===== config.mk =====
export PLATFORM = sky130hd
export DESIGN_NAME = riscv_multicycle_controller
export DESIGN_NICKNAME = d
export VERILOG_FILES = /design/src/rtl/riscv_multicycle_controller.sv
export SDC_FILE = /design/constraint.sdc
export NUM_CORES = 1
export LEC_CHECK = 0
export ABC_AREA = 0
export CAP_MARGIN = 15
export CORE_MARGIN = 10
export CORE_UTILIZATION = 34
export CTS_CLUSTER_SIZE = 24
export DETAILED_ROUTE_END_ITERATION = 16
export PLACE_DENSITY_LB_ADDON = 0.2
export SLEW_MARGIN = 15
export SYNTH_ARGS = -nofsm -noshare
export SYNTH_HDL_FRONTEND = slang
export SYNTH_SLANG_ARGS = --single-unit

===== constraint.sdc =====
create_clock -name clk -period 1.7 [get_ports clk]
set_input_delay 0.425 -clock clk [delete_from_list [all_inputs] [get_ports clk]]
set_output_delay 0.425 -clock clk [all_outputs]
set_load 0.05 [all_outputs]

===== src/rtl/riscv_multicycle_controller.sv =====
// Multicycle RV32I control unit: a Moore FSM that sequences fetch, decode and
// execute of a held instruction and drives the datapath selects and enables.
module riscv_multicycle_controller (
  input  logic       clk,
  input  logic       rst,
  input  logic [6:0] opcode,
  input  logic [2:0] func3,
  input  logic [6:0] func7,
  input  logic       zero,
  output logic       PCWrite,
  output logic       AdrSrc,
  output logic       MemWrite,
  output logic       IRWrite,
  output logic       RegWrite,
  output logic [1:0] ResultSrc,
  output logic [1:0] ALUSrcA,
  output logic [1:0] ALUSrcB,
  output logic [2:0] ALUControl,
  output logic [2:0] ImmSrc,
  output logic       instr_done,
  output logic       illegal_instr
);

  // Opcodes
  localparam logic [6:0] OP_LOAD   = 7'b0000011;
  localparam logic [6:0] OP_STORE  = 7'b0100011;
  localparam logic [6:0] OP_R      = 7'b0110011;
  localparam logic [6:0] OP_I      = 7'b0010011;
  localparam logic [6:0] OP_BRANCH = 7'b1100011;
  localparam logic [6:0] OP_JAL    = 7'b1101111;
  localparam logic [6:0] OP_JALR   = 7'b1100111;
  localparam logic [6:0] OP_LUI    = 7'b0110111;

  // ALU operations
  localparam logic [2:0] ALU_ADD  = 3'b000;
  localparam logic [2:0] ALU_SUB  = 3'b001;
  localparam logic [2:0] ALU_AND  = 3'b010;
  localparam logic [2:0] ALU_OR   = 3'b011;
  localparam logic [2:0] ALU_XOR  = 3'b100;
  localparam logic [2:0] ALU_SLT  = 3'b101;
  localparam logic [2:0] ALU_SLTU = 3'b110;

  // Immediate formats
  localparam logic [2:0] IMM_I = 3'b000;
  localparam logic [2:0] IMM_S = 3'b001;
  localparam logic [2:0] IMM_B = 3'b010;
  localparam logic [2:0] IMM_J = 3'b011;
  localparam logic [2:0] IMM_U = 3'b100;

  typedef enum logic [3:0] {
    S_FETCH, S_DECODE, S_MEMADR, S_MEMREAD, S_MEMWB, S_MEMWRITE, S_EXECR,
    S_EXECI, S_ALUWB, S_JAL, S_JALR, S_JALRWB, S_LUI, S_BRANCH
  } state_t;

  state_t     state_reg;
  state_t     state_next;

  state_t     decode_target;
  logic       decode_legal;
  logic       alu_f3_legal;
  logic       br_f3_legal;
  logic [2:0] exec_alu;
  logic [2:0] imm_src_dec;
  logic       branch_taken;

  logic       pc_write_raw;
  logic       adr_src_raw;
  logic       mem_write_raw;
  logic       ir_write_raw;
  logic       reg_write_raw;
  logic [1:0] result_src_raw;
  logic [1:0] alu_src_a_raw;
  logic [1:0] alu_src_b_raw;
  logic [2:0] alu_control_raw;
  logic       instr_done_raw;
  logic       illegal_raw;

  // Only func7[5] selects sub vs add; the remaining bits are deliberately ignored.
  logic func7_unused;
  assign func7_unused = ^{func7[6], func7[4:0]};

  // State register; reset returns to FETCH from any state, mid-instruction included.
  always_ff @(posedge clk) begin
    if (rst) state_reg <= S_FETCH;
    else     state_reg <= state_next;
  end

  // Supported func3 sets for ALU-type and branch instructions.
  always_comb begin
    alu_f3_legal = 1'b0;
    br_f3_legal  = 1'b0;
    case (func3)
      3'b000, 3'b010, 3'b011, 3'b100, 3'b110, 3'b111: alu_f3_legal = 1'b1;
      default: alu_f3_legal = 1'b0;
    endcase
    case (func3)
      3'b000, 3'b001, 3'b100, 3'b101: br_f3_legal = 1'b1;
      default: br_f3_legal = 1'b0;
    endcase
  end

  // Opcode dispatch out of DECODE together with the legality verdict.
  always_comb begin
    decode_target = S_FETCH;
    decode_legal  = 1'b0;
    case (opcode)
      OP_LOAD, OP_STORE: begin
        decode_target = S_MEMADR;
        decode_legal  = (func3 == 3'b010);
      end
      OP_R: begin
        decode_target = S_EXECR;
        decode_legal  = alu_f3_legal;
      end
      OP_I: begin
        decode_target = S_EXECI;
        decode_legal  = alu_f3_legal;
      end
      OP_BRANCH: begin
        decode_target = S_BRANCH;
        decode_legal  = br_f3_legal;
      end
      OP_JAL: begin
        decode_target = S_JAL;
        decode_legal  = 1'b1;
      end
      OP_JALR: begin
        decode_target = S_JALR;
        decode_legal  = (func3 == 3'b000);
      end
      OP_LUI: begin
        decode_target = S_LUI;
        decode_legal  = 1'b1;
      end
      default: begin
        decode_target = S_FETCH;
        decode_legal  = 1'b0;
      end
    endcase
  end

  // ALU operation for register/immediate arithmetic; sub exists only for R-type.
  always_comb begin
    exec_alu = ALU_ADD;
    case (func3)
      3'b000:  exec_alu = ((opcode == OP_R) && func7[5]) ? ALU_SUB : ALU_ADD;
      3'b010:  exec_alu = ALU_SLT;
      3'b011:  exec_alu = ALU_SLTU;
      3'b100:  exec_alu = ALU_XOR;
      3'b110:  exec_alu = ALU_OR;
      3'b111:  exec_alu = ALU_AND;
      default: exec_alu = ALU_ADD;
    endcase
  end

  // Branch resolution from the ALU zero flag (sub for eq/ne, slt for lt/ge).
  always_comb begin
    branch_taken = 1'b0;
    case (func3)
      3'b000:  branch_taken = zero;
      3'b001:  branch_taken = !zero;
      3'b100:  branch_taken = !zero;
      3'b101:  branch_taken = zero;
      default: branch_taken = 1'b0;
    endcase
  end

  // Immediate format follows the opcode in every state.
  always_comb begin
    imm_src_dec = IMM_I;
    case (opcode)
      OP_STORE:  imm_src_dec = IMM_S;
      OP_BRANCH: imm_src_dec = IMM_B;
      OP_JAL:    imm_src_dec = IMM_J;
      OP_LUI:    imm_src_dec = IMM_U;
      default:   imm_src_dec = IMM_I;
    endcase
  end

  // Next-state and per-state Moore outputs; everything defaults to 0.
  always_comb begin
    state_next      = state_reg;
    pc_write_raw    = 1'b0;
    adr_src_raw     = 1'b0;
    mem_write_raw   = 1'b0;
    ir_write_raw    = 1'b0;
    reg_write_raw   = 1'b0;
    result_src_raw  = 2'b00;
    alu_src_a_raw   = 2'b00;
    alu_src_b_raw   = 2'b00;
    alu_control_raw = ALU_ADD;
    instr_done_raw  = 1'b0;
    illegal_raw     = 1'b0;
    case (state_reg)
      S_FETCH: begin
        ir_write_raw   = 1'b1;
        alu_src_a_raw  = 2'b00;
        alu_src_b_raw  = 2'b10;
        result_src_raw = 2'b10;
        pc_write_raw   = 1'b1;
        state_next     = S_DECODE;
      end
      S_DECODE: begin
        // OldPC + imm lands in ALUOut for a later branch/jal target.
        alu_src_a_raw = 2'b01;
        alu_src_b_raw = 2'b01;
        illegal_raw   = !decode_legal;
        state_next    = decode_legal ? decode_target : S_FETCH;
      end
      S_MEMADR: begin
        alu_src_a_raw = 2'b10;
        alu_src_b_raw = 2'b01;
        state_next    = (opcode == OP_LOAD) ? S_MEMREAD : S_MEMWRITE;
      end
      S_MEMREAD: begin
        adr_src_raw = 1'b1;
        state_next  = S_MEMWB;
      end
      S_MEMWB: begin
        result_src_raw = 2'b01;
        reg_write_raw  = 1'b1;
        instr_done_raw = 1'b1;
        state_next     = S_FETCH;
      end
      S_MEMWRITE: begin
        adr_src_raw    = 1'b1;
        mem_write_raw  = 1'b1;
        instr_done_raw = 1'b1;
        state_next     = S_FETCH;
      end
      S_EXECR: begin
        alu_src_a_raw   = 2'b10;
        alu_src_b_raw   = 2'b00;
        alu_control_raw = exec_alu;
        state_next      = S_ALUWB;
      end
      S_EXECI: begin
        alu_src_a_raw   = 2'b10;
        alu_src_b_raw   = 2'b01;
        alu_control_raw = exec_alu;
        state_next      = S_ALUWB;
      end
      S_ALUWB: begin
        reg_write_raw  = 1'b1;
        instr_done_raw = 1'b1;
        state_next     = S_FETCH;
      end
      S_JAL: begin
        // PC <= ALUOut (target from DECODE) while ALU forms OldPC+4 for rd.
        alu_src_a_raw = 2'b01;
        alu_src_b_raw = 2'b10;
        pc_write_raw  = 1'b1;
        state_next    = S_ALUWB;
      end
      S_JALR: begin
        alu_src_a_raw  = 2'b10;
        alu_src_b_raw  = 2'b01;
        result_src_raw = 2'b10;
        pc_write_raw   = 1'b1;
        state_next     = S_JALRWB;
      end
      S_JALRWB: begin
        alu_src_a_raw  = 2'b01;
        alu_src_b_raw  = 2'b10;
        result_src_raw = 2'b10;
        reg_write_raw  = 1'b1;
        instr_done_raw = 1'b1;
        state_next     = S_FETCH;
      end
      S_LUI: begin
        result_src_raw = 2'b11;
        reg_write_raw  = 1'b1;
        instr_done_raw = 1'b1;
        state_next     = S_FETCH;
      end
      S_BRANCH: begin
        alu_src_a_raw   = 2'b10;
        alu_src_b_raw   = 2'b00;
        alu_control_raw = func3[2] ? ALU_SLT : ALU_SUB;
        pc_write_raw    = branch_taken;
        instr_done_raw  = 1'b1;
        state_next      = S_FETCH;
      end
      default: state_next = S_FETCH;
    endcase
  end

  // Outputs are held at zero while reset is asserted.
  always_comb begin
    PCWrite       = pc_write_raw;
    AdrSrc        = adr_src_raw;
    MemWrite      = mem_write_raw;
    IRWrite       = ir_write_raw;
    RegWrite      = reg_write_raw;
    ResultSrc     = result_src_raw;
    ALUSrcA       = alu_src_a_raw;
    ALUSrcB       = alu_src_b_raw;
    ALUControl    = alu_control_raw;
    ImmSrc        = imm_src_dec;
    instr_done    = instr_done_raw;
    illegal_instr = illegal_raw;
    if (rst) begin
      PCWrite       = 1'b0;
      AdrSrc        = 1'b0;
      MemWrite      = 1'b0;
      IRWrite       = 1'b0;
      RegWrite      = 1'b0;
      ResultSrc     = 2'b00;
      ALUSrcA       = 2'b00;
      ALUSrcB       = 2'b00;
      ALUControl    = 3'b000;
      ImmSrc        = 3'b000;
      instr_done    = 1'b0;
      illegal_instr = 1'b0;
    end
  end

endmodule


==> flow_metrics.tcl, run 1 <==
set metrics [dict create \
    status "stopped before the end" \
    stop_stage "clock tree synthesis" \
    stop_error "[ERROR DPL-0038] Utilization greater than 100%, impossible to legalize" \
    die_height_um 65.3 \
    ctsHoldBuffers 0 \
    synth_top_area_share_pct 11.5 \
    synth_edf_count 0 \
    synth_area_leader_cell "dfxtp_1" \
    ys_ff_latch 4 \
    ys.flop_type "dfxtp_1" \
    syn_nets 135 \
    root_buffer "clkbuf_4" \
    cts_buffers 3 \
    cts_resized 127 \
    core.rowCount 16 \
    async_reset_ff_share_pct 0 \
    synth_cells 115 \
    start_util_pct 35.6 \
    die_x_um 65.3 \
    dp_hpwl_um 3440 \
    clock_sinks 4 \
    synthDistinctLibCells 36 \
    cts_setup_buffers 22 \
    synth_area_leaders "dfxtp_1 11%, nor2_1 11%, a21oi_1 9.3%, nand2_1 7.5%, nor3_1 5.7%" \
    cts.path.max_buffers 2 \
    synth.yosys.warnings 0 \
    io_pins 39 \
    gp_congestion 0.968 \
    synth.avg_cell_area_um2 6.07 \
    ys_seq_area_share_pct 11.5 \
    numPortBuffers 32 \
    cts_max_level 1 \
    synth_area_um2 698 \
]
cells by family after synthesis:
group,after synthesis,synth area share [%]
xor gates and xnor gates,3,3.76
AOI/OAI and AO/OA,32,31.4
buffers and inverters,11,6.45
and+or+nand+nor,65,47.0
DFF,4,11.5
cell usage after synthesis, types with 2 or more instances:
| cell | number |
|---|---|
| nand2_1 | 14 |
| nor3b_1 | 2 |
| and2_1 | 2 |
| clkbuf_1 | 3 |
| xor2_1 | 2 |
| inv_1 | 4 |
| a22oi_1 | 2 |
| a21oi_1 | 13 |
| a31oi_1 | 2 |
| nor2_1 | 21 |
| nand3_1 | 2 |
| a41o_1 | 2 |
| buf_2 | 3 |
| dfxtp_1 | 4 |
| nor4_1 | 4 |
| nand2b_1 | 4 |
| o21ai_0 | 5 |
| nor3_1 | 8 |
per-stage QoR:
stage	cell area, um2	cells	util (%)	setup WS, ns	TNS (ns)
after floorplan	990	115	-	-0.302	-1.16
after global placement	1800	210	91.7	-0.762	-8.56
after detailed placement	1800	210	91.7	-0.825	-9.86
==> run 2: changes to the inputs <==
--- a/config.mk
+++ b/config.mk
@@ -7,11 +7,10 @@
 export LEC_CHECK = 0
 export ABC_AREA = 0
 export CAP_MARGIN = 15
-export CORE_MARGIN = 10
-export CORE_UTILIZATION = 34
-export CTS_CLUSTER_SIZE = 24
+export CORE_AREA = 10 10 71 73
 export DETAILED_ROUTE_END_ITERATION = 16
-export PLACE_DENSITY_LB_ADDON = 0.2
+export DIE_AREA = 0 0 81 83
+export PLACE_DENSITY_LB_ADDON = 0.15
 export SLEW_MARGIN = 15
 export SYNTH_ARGS = -nofsm -noshare
 export SYNTH_HDL_FRONTEND = slang
==> constraint.sdc (replaced) <==
create_clock -name clk -period 2.2 [get_ports clk]
set_input_delay 0.55 -clock clk [delete_from_list [all_inputs] [get_ports clk]]
set_output_delay 0.55 -clock clk [all_outputs]
set_load 0.05 [all_outputs]
==> run 2 against run 1 <==
Against the previous run: the flow now finishes, with violations (setup timing); area after synthesis did not move; synthesized cell count is the same.
==> flow_metrics.tcl, run 2 <==
set metrics [dict create \
    status "finished with violations" \
    failed_checks "setup timing" \
    layout_common_cells "36 x buf_4, 19 x buf_12, 15 x nor2_1, 14 x nand2_1, 8 x a21oi_1" \
    crit_fanout 2 \
    die_x_um 81 \
    die-area_mm2 0.00672 \
    comb_power_share_pct 49.3 \
    end_kind "primary output" \
    min_period_ns 2.31 \
    p_leak_nw 0.740 \
    startpoint_type "input pin" \
    die_height_um 83 \
    rsz0062_at_grt "true" \
    gp_congestion 0.801 \
    numPortBuffers 32 \
    start_util_pct 19.2 \
    p_sw_uw 157 \
    synth_area_leaders "dfxtp_1 11%, nor2_1 11%, a21oi_1 9.3%, nand2_1 7.5%, nor3_1 5.7%" \
    cts.path.max_buffers 2 \
    dr.first_iter.drc_count 18 \
    largest_reg_flops 4 \
    worstHoldPathType "input pin to flip-flop" \
    hold_viol_final 0 \
    dp_hpwl_um 2480 \
    critPathLaunch "opcode[6]" \
    root_buffer "clkbuf_8" \
    synth.avg_cell_area_um2 6.07 \
    critical_path_class "input pin to primary output" \
    synth_area_leader_cell "dfxtp_1" \
    sw_frac_of_total_pct 34.3 \
    clock_sinks 4 \
    max-vdd-ir-drop_mv 0.101 \
    ys_seq_area_share_pct 11.5 \
    multi_input_area_um2 729 \
    worstMarginPinSlew_ns 0.333 \
    cts_tree "done" \
    synth.yosys.warnings 0 \
    ctsHoldBuffers 0 \
    synth.most_common_cell "nor2_1" \
    fin_crit_sh_pct 105 \
    hold_path.startpoint "opcode[5]" \
    drive_gt1_share_pct 56.0 \
    wl_met1_um 1170 \
    setup_violations 2 \
    power_density_mw_per_mm2 267 \
    drtPass1Iterations 4 \
    viasPerCell 4.68 \
    avgRoutedWirePerCell_um 12.8 \
    core.rowCount 22 \
    grt-ovfl-total 0 \
    wl_met2_um 1560 \
    vias 1076 \
    grt_pass1_vias 1132 \
    nets 204 \
    num_antenna_cells 0 \
    final_common_cell "buf_4" \
    hold_slack_ns 0.694 \
    fill_cells 384 \
    finalWirelength_um 2950 \
    async_reset_ff_share_pct 0 \
    finClkSkew_ns 0.00422 \
    synthDistinctLibCells 36 \
    ys_ff_latch 4 \
    core_area_mm2 0.00363 \
    synth_edf_count 0 \
    synth_cells 115 \
    clk-insertion-delay-late_ns 0.22 \
    io_pins 39 \
    clkTransAtPathRegs_ns 0.03 \
    area_growth_syn_to_layout_pct 145 \
    yosys-top-cells-count "21 x nor2_1, 14 x nand2_1, 13 x a21oi_1" \
    grt_max_degree 12 \
    synth_area_um2 698 \
    cp_data_arrival_time_ns 1.76 \
    relSlewSlack_pct 77.6 \
    fmax_ghz 0.434 \
    timing.rr.start "state_reg[3]" \
    setup_ws_ns -0.105 \
    top_layer "met4" \
    maxCapViolCount 0 \
    grt_pass1_wl_um 4900 \
    grt_usage_pct 8.60 \
    ant_nets 0 \
    cts_buffers 3 \
    internal_power_uw 300 \
    synth_top_area_share_pct 11.5 \
    drc 0 \
    worstPathRequired_ns 1.65 \
    cts_max_level 1 \
    wl_met3_um 148 \
    p_seq_share_pct 16.4 \
    antenna_found_initial 0 \
    ys.flop_type "dfxtp_1" \
    clockPowerShare_pct 34.3 \
    syn_nets 135 \
    regArea_um2 80.1 \
    slew_viol_final 0 \
    power.total_uw 457 \
]
[run 2: cell counts after synthesis]
Identical to the previous run, type by type.
[run 2: power by group through the flow]
stage | Clock, mW | Sequential (mW) | Combinational, mW
floorplan | 0 | 0.0755 | 0.0944
global placement | 0 | 0.0759 | 0.213
detailed placement | 0 | 0.0760 | 0.216
CTS | 0.161 | 0.0750 | 0.224
global route | 0.168 | 0.0751 | 0.241
finish | 0.157 | 0.0750 | 0.225
[run 2: through the flow]
stage          cell area [um2]  worst slack [ns]  utilization [%]  cells  TNS [ns]
2_1_floorplan              764            -0.209                -    115     -1.67
3_3_place_gp              1560            -0.453             42.9    222     -2.89
3_5_place_dp              1560            -0.492             42.9    222     -3.14
4_1_cts                   1680           -0.0962             46.1    229    -0.201
5_1_grt                   1710            -0.141             47.1    230    -0.198
6_report                  1710            -0.105             47.1    230    -0.108
[run 2: final cells by class]
class	instances	area share [%]
Multi-Input combinational cell	100	42.6
Sequential cell	4	4.68
Timing Repair Buffer	71	45.9
Clock buffer	3	2.41
Tap cell	48	3.51
Inverter	4	0.877
[run 2: per-layer routing]
metal | vias up | global-route usage, %
met5 | - | 0
met4 | 0 | 4.23
met1 | 490 | 8.50
met2 | 29 | 15.9
met3 | 7 | 2.05
li1 | 550 | -
[run 2: path summary, 6_finish.rpt]
kind         slack (ns)  cells after the start             to
max               -0.11                      7  ALUControl[0]
max reg2reg        0.77                      6   state_reg[3]
min                0.69                      3   state_reg[3]
min reg2reg        0.76                      3   state_reg[1]
[run 2: kinds of logic (layout without fill, tap and decap cells)]
kind of cell / count (synthesis) / in the layout / share of synthesized area (%)
AO/OA/AOI/OAI: 32 / 32 / 31.4
buffers and inverters: 11 / 78 / 6.45
flip-flops: 4 / 4 / 11.5
AND/OR/NAND/NOR: 65 / 65 / 47.0
XOR/XNOR: 3 / 3 / 3.76
[run 2: repair_timing]
| item | CTS | global route |
|---|---|---|
| setup buffers | 5 | 1 |
| resized for setup | 62 | 8 |
| pin swaps | 15 | 13 |
| endpoints found under the setup margin | 12 | 7 |
[run 2: worst max-delay path, cell delays in order]
cell and delay, ns:
buf_6 0.09, nand2b_4 0.14, nor2_4 0.10, a41oi_2 0.13, or3_4 0.41, a21oi_4 0.18, buf_12 0.15
No activity file was read; power rests on OpenSTA's default activity.
